--- src/rtl/vram_pkg.sv ---
// Shared types and constants for the VRAM arbiter slice.
package vram_pkg;

    localparam int unsigned DEF_ADDR_W = 16;
    localparam int unsigned DEF_DATA_W = 16;
    localparam int unsigned RD_LATENCY = 2;

    typedef enum logic [1:0] {OWN_NONE, OWN_VGA, OWN_CPU} own_e;

endpackage

--- src/rtl/vram_rd_pipe.sv ---
// Read-return path: owner tags follow each issued read until mem_rdata is due,
// then the word is registered onto the owning requester's port.
module vram_rd_pipe
    import vram_pkg::*;
#(
    parameter int unsigned DATA_W = DEF_DATA_W
) (
    input  logic              clk,
    input  logic              rst,
    input  logic [1:0]        issue_own,
    input  logic [DATA_W-1:0] mem_rdata,
    output logic [DATA_W-1:0] vga_rdata,
    output logic              vga_rvalid,
    output logic [DATA_W-1:0] cpu_rdata,
    output logic              cpu_rvalid
);

    // tag_q[0] is aligned with the issue cycle, the last stage with mem_rdata.
    own_e tag_q [RD_LATENCY];

    always_ff @(posedge clk) begin
        if (rst) begin
            for (int i = 0; i < RD_LATENCY; i++) begin
                tag_q[i] <= OWN_NONE;
            end
            vga_rdata  <= '0;
            vga_rvalid <= 1'b0;
            cpu_rdata  <= '0;
            cpu_rvalid <= 1'b0;
        end else begin
            tag_q[0] <= own_e'(issue_own);
            for (int i = 1; i < RD_LATENCY; i++) begin
                tag_q[i] <= tag_q[i-1];
            end
            vga_rvalid <= (tag_q[RD_LATENCY-1] == OWN_VGA);
            cpu_rvalid <= (tag_q[RD_LATENCY-1] == OWN_CPU);
            if (tag_q[RD_LATENCY-1] == OWN_VGA) begin
                vga_rdata <= mem_rdata;
            end
            if (tag_q[RD_LATENCY-1] == OWN_CPU) begin
                cpu_rdata <= mem_rdata;
            end
        end
    end

endmodule

--- src/rtl/vram_arbiter.sv ---
// VGA-priority arbiter for a single-port VRAM shared with the CPU.
// Define VRAM_ARB_STATS_EN to build the CPU stall-cycle counter.
module vram_arbiter
    import vram_pkg::*;
#(
    parameter int unsigned ADDR_W = DEF_ADDR_W,
    parameter int unsigned DATA_W = DEF_DATA_W
) (
    input  logic              clk,
    input  logic              rst,
    input  logic              vga_req,
    input  logic [ADDR_W-1:0] vga_addr,
    output logic [DATA_W-1:0] vga_rdata,
    output logic              vga_rvalid,
    input  logic              cpu_req,
    input  logic              cpu_we,
    input  logic [ADDR_W-1:0] cpu_addr,
    input  logic [DATA_W-1:0] cpu_wdata,
    output logic              cpu_ack,
    output logic [DATA_W-1:0] cpu_rdata,
    output logic              cpu_rvalid,
    output logic              mem_en,
    output logic              mem_we,
    output logic [ADDR_W-1:0] mem_addr,
    output logic [DATA_W-1:0] mem_wdata,
    input  logic [DATA_W-1:0] mem_rdata,
    output logic [15:0]       cpu_stall_cnt
);

    logic       sel_vga;
    logic       sel_cpu;
    logic [1:0] issue_own;

    // The ack cycle blocks a re-grant so a held request is not issued twice.
    assign sel_vga = vga_req;
    assign sel_cpu = !vga_req && cpu_req && !cpu_ack;

    always_comb begin
        issue_own = OWN_NONE;
        if (sel_vga) begin
            issue_own = OWN_VGA;
        end else if (sel_cpu && !cpu_we) begin
            issue_own = OWN_CPU;
        end
    end

    always_ff @(posedge clk) begin
        if (rst) begin
            mem_en    <= 1'b0;
            mem_we    <= 1'b0;
            mem_addr  <= '0;
            mem_wdata <= '0;
            cpu_ack   <= 1'b0;
        end else begin
            mem_en  <= sel_vga || sel_cpu;
            mem_we  <= sel_cpu && cpu_we;
            cpu_ack <= sel_cpu;
            if (sel_vga) begin
                mem_addr <= vga_addr;
            end else if (sel_cpu) begin
                mem_addr <= cpu_addr;
            end
            if (sel_cpu && cpu_we) begin
                mem_wdata <= cpu_wdata;
            end
        end
    end

    vram_rd_pipe #(
        .DATA_W (DATA_W)
    ) u_rd_pipe (
        .clk        (clk),
        .rst        (rst),
        .issue_own  (issue_own),
        .mem_rdata  (mem_rdata),
        .vga_rdata  (vga_rdata),
        .vga_rvalid (vga_rvalid),
        .cpu_rdata  (cpu_rdata),
        .cpu_rvalid (cpu_rvalid)
    );

`ifdef VRAM_ARB_STATS_EN
    logic [15:0] stall_q;

    always_ff @(posedge clk) begin
        if (rst) begin
            stall_q <= '0;
        end else if (cpu_req && !cpu_ack && !sel_cpu && (stall_q != 16'hFFFF)) begin
            stall_q <= stall_q + 16'd1;
        end
    end

    assign cpu_stall_cnt = stall_q;
`else
    assign cpu_stall_cnt = '0;
`endif

endmodule

--- config.mk ---
export PLATFORM = sky130hd
export DESIGN_NAME = vram_arbiter
export DESIGN_NICKNAME = d
export VERILOG_FILES = /design/src/rtl/vram_pkg.sv /design/src/rtl/vram_rd_pipe.sv /design/src/rtl/vram_arbiter.sv
export SDC_FILE = /design/constraint.sdc
export NUM_CORES = 1
export LEC_CHECK = 0
export ABC_AREA = 1
export BUFFER_PORTS_ARGS = -buffer_cell sky130_fd_sc_hd__buf_4
export CORE_UTILIZATION = 45
export DETAILED_ROUTE_END_ITERATION = 8
export GPL_TIMING_DRIVEN = 0
export PLACE_DENSITY = 0.78
export SLEW_MARGIN = 20
export SYNTH_ARGS = -nofsm -noshare
export SYNTH_HDL_FRONTEND = slang
export SYNTH_SLANG_ARGS = --single-unit
--- constraint.sdc ---
create_clock -name clk -period 1.6 [get_ports clk]
set_clock_uncertainty 0.2 [all_clocks]
set_input_delay 0.08 -clock clk [delete_from_list [all_inputs] [get_ports clk]]
set_output_delay 0.08 -clock clk [all_outputs]
set_load 0.005 [all_outputs]
; After elaboration in Yosys (flattened, before gate mapping)
; Memories as Yosys holds them, arrays and structs flattened.
; Index checks and enable logic that the tools add are counted.
[op_classes]
eq_ne = 2
muxes = 9
bitwise = 2
n_reduce_logical = 9
[op_table]
columns = cell, count
row1 = two-way mux 16 bit, 2
row2 = two-way mux 2 bit, 4
row3 = logical AND 1 bit, 4
row4 = logical NOT 1 bit, 3
row5 = two-way mux 1 bit, 3
row6 = equality test 2 x 1 -> 1 bit (second input constant), 1
row7 = equality test 2 bit (second input constant), 1
row8 = OR 1 bit, 2
row9 = nonzero test 2 bit, 1
row10 = logical OR 1 bit, 1
[word_totals]
ff_bits = 69
ram_bits = 4
inputBits = 69
out_inout_bits = 85
word_cells = 32
memories = 1
[memory_table]
columns = name, words, word_bits, read_ports, rd_clocked_by_memory_dff, wr, line_no
row1 = u_rd_pipe.tag_q, 2, 2, 2, 0, 2, vram_rd_pipe.sv:19  ; own_e tag_q [RD_LATENCY];

; Depth between registers and ports, before layout
[depth]
depth_word = 7
mapped_depth = 7
mapped_depth_nobuf = 6

; Modules after synthesis
; From an unflattened synthesis, not the netlist that was laid out.
[unflattened]
cells_unflattened = 465
hier_area_um2 = 3270.6
[modules_own_cells]
columns = module, instances, cells_each, area_per_inst_um2, seq_area_each_um2
row1 = vram_arbiter, 1, 257, 1741.7, 700.7
row2 = vram_rd_pipe, 1, 208, 1529.0, 760.7

; Worst setup path after synthesis
; OpenSTA, ideal clock, no wires.
[synth_timing]
path_type = register -> register
startpoint = register cpu_ack
endpoint = register mem_addr[0]
setup_time_ns = 0.113
t_arrival_ns = 0.950
required_time_ns = 1.287
slack_ns = 0.336
stages_incl_launch_ff = 7
path_buffers = 1
synth_period_minus_slack_ns = 1.264
cell_sequence = dfxtp_1 inv_2 nand2_1 nand2_2 buf_4 o21ai_1 nor2_1
[synth_via]
elab_chain_len = 3
[synth_lines]
columns = element, line_no
row1 = "start, declared", vram_arbiter.sv:19  ; output logic cpu_ack,
row2 = "start signal, assigned", vram_arbiter.sv:57  ; cpu_ack <= sel_cpu;
row3 = logical NOT 1 bit, vram_arbiter.sv:36  ; assign sel_cpu = !vga_req && cpu_req && !cpu_ack;
row4 = logical AND 1 bit, vram_arbiter.sv:36
row5 = nonzero test 2 bit (no source line), -
row6 = "end signal, assigned", vram_arbiter.sv:59  ; mem_addr <= vga_addr;
row7 = "end signal, assigned", vram_arbiter.sv:61  ; mem_addr <= cpu_addr;
row8 = "end, declared", vram_arbiter.sv:24  ; output logic [ADDR_W-1:0] mem_addr,
; No other way between the ends.
; A chain may end at the register's enable or synchronous reset.

; Final worst setup path
[layout_timing]
startpoint = input vga_addr[3]
endpoint = register mem_addr[3]
[layout_via]
elab_chain_len = 1
[layout_lines]
columns = element, line_no
row1 = "start, declared", vram_arbiter.sv:12  ; input logic [ADDR_W-1:0] vga_addr,
row2 = two-way mux 16 bit, vram_arbiter.sv:58  ; if (sel_vga) begin
; No other way between the ends.

==> metrics <==
clock sinks 73; largest area contributor in the netlist dfxtp_1; worst path arrival time 1.60 ns; first-pass GRT wire length 15600 µm; Setup CP Type input pin to flop; proportion of layout cells with a drive suffix above 1 30.4%; Avg WL per Cell 13.2 µm; drt drc 0; Tcrit/Tclk final 98.7%; root buf cell clkbuf_8; Post-synth EDFFs 0; register bit total from synthesis 73; synthesized instance count 411; Leak Pwr 2.60 nW; Die H 83.6 µm; fin util 79.5%; Synth async-reset ratio 0%; Detail Placement HPWL 5770 µm; Peak VDD IR 0.760 mV; Fin. Hold Viols 0; number of global-route vias before repair 3512; initial drt markers 159; Area growth, synth to finish 69.3%; floorplan core area 0.00639 mm²; Initial Util 47.0%; fmax 633 MHz; total global routing overflow 0; PD cells 824 mW/mm²; outcome finished, final reports clean; Worst Hold Path Cells 4; synth unique cells 22; ys flop type dfxtp_1; Total Power 4.18 mW; clk_lat worst skew 0.33 ns; RSZ-0062 raised after global routing no; sequential share of the synthesized area 48.7%; synthesized area 0.00300 mm²; Worst R2R Path Depth 6; hold crit path type input pin to flop; Max Cap Violations 0; CP required 1.62 ns; CTS Buf Count 9; Fillers 428; ant diodes 0; FF+latch area 0.00146 mm²; top-count cell post-synth nor2_1; minimum clock period after layout 1.58 ns; Slew Viols, Final 0; CTS tree built; Synth area leaders dfxtp_1, nor2_1, nand2_1, buf_4, o21ai_0; GPL Wtd Cong 0.800; Final setup viols 0; synth warn 0; row count 29; vias per cell 4.79; top cells by count, synth nor2_1, dfxtp_1, nand2_1; Finished Cell Area 0.00508 mm²; IO Count 154; setup_tns 0 ns; element type at the critical path start input pin; antenna-violating nets left 0; H-tree levels 3; largest net degree at the start of global routing 14; number of port buffers 134; Clock transition at path regs 0.07 ns; nets 712; die width 83.6 µm; syn avg cell area 7.30 µm²; Total Wirelength 9550 µm; Vias 3473; Longest Clk Path Bufs 2; Post-CTS Setup Bufs 0; placed cell areas 0.00416 mm²; initial antenna violation count 0; top-area cell type share of the netlist area 48.7%; Die Footprint 0.00699 mm²; Crit. End Element flop; dpl ws 0.222 ns; Max FO, Critical Path 1; Multi-input gate area 0.00123 mm²; worst setup margin 0.0214 ns; 1st-pass router iterations 4; gr usage total 27.8%
==> layer usage <==
metal	routed length [µm]	up-vias	track usage, %
li1	-	1719	-
met1	3830	1593	30.9
met2	5000	137	51.2
met3	476	24	5.44
met4	245	0	11.6
met5	0	-	0
==> path summary, 6_finish.rpt <==
path	to	from	slack (ns)
worst max-delay path	mem_addr[3]	vga_addr[3]	0.02
worst min-delay path	u_rd_pipe.tag_q[0][0]	vga_req	0.02
worst max register to register	mem_addr[13]	cpu_ack	0.16
worst min register to register	u_rd_pipe.tag_q[0][3]	u_rd_pipe.tag_q[0][1]	0.20
==> kinds of logic (layout without fill, tap and decap cells) <==
logic type | after synthesis | after routing | share of synthesized area [%]
other | 1 | 16 | 0.125
buffers and inverters | 65 | 287 | 12.0
AND/OR/NAND/NOR | 224 | 224 | 31.1
AO/OA/AOI/OAI | 48 | 48 | 8.01
flip-flops | 73 | 73 | 48.7
==> flip-flops by register name, indices dropped and copies added (netlist names) <==
signal,cells
cpu_ack,1
u_rd_pipe.tag_q,4
u_rd_pipe.cpu_rvalid,1
u_rd_pipe.vga_rvalid,1
mem_en,1
u_rd_pipe.cpu_rdata,16
mem_we,1
u_rd_pipe.vga_rdata,16
mem_addr,16
mem_wdata,16
==> report_power, final <==
part | switching [mW] | internal [mW]
Combinational | 0.343 | 0.461
Sequential | 0.0490 | 1.91
Clock | 0.703 | 0.720
==> critical path: stages <==
cell           delay [ns]
dlygate4sd3_1        0.56
buf_4                0.15
nand2_1              0.06
dlygate4sd3_1        0.55
nand2_1              0.05
nor2_1               0.10
nor2_1               0.05
==> timing repair <==
action                                  in CTS  in global routing
hold buffers                                72                  1
endpoints found under the setup margin       0                  5
hold endpoints to repair                    73                  1
gates resized for setup                      0                  4
==> stage by stage <==
stage	hold slack [ns]	std cells
4_1_cts	0.00758	725
3_3_place_gp	0.118	637
6_report	0.0202	725
3_5_place_dp	0.124	637
2_1_floorplan	0.0149	426
5_1_grt	0.0508	725
==> cell type report <==
cell class              instances  area share [%]
flip-flops and latches         73            28.8
clock buffers                   9            2.44
multi-input cells             288            24.3
clock inverters                 7            1.38
plain buffers                  38            4.95
repair buffers                206            34.1
inverters                      27            2.17
well taps                      77            1.90
==> layout by cell type, fill, tap and decap left out <==
master	instances
buf_1	1
buf_2	11
buf_4	153
buf_6	3
bufinv_16	1
clkbuf_1	3
clkbuf_2	1
clkbuf_8	9
clkinv_2	4
clkinv_4	1
clkinvlp_4	1
conb_1	16
dfxtp_1	73
dlygate4sd3_1	70
dlymetal6s4s_1	2
inv_1	20
inv_2	4
inv_4	1
inv_6	2
nand2_1	65
nand2_2	2
nand3_4	1
nand4_1	16
nor2_1	135
nor2_4	2
nor2_8	1
nor3_1	2
o21ai_0	26
o21ai_1	22
Note: power is estimated with default switching activity, not from simulation.
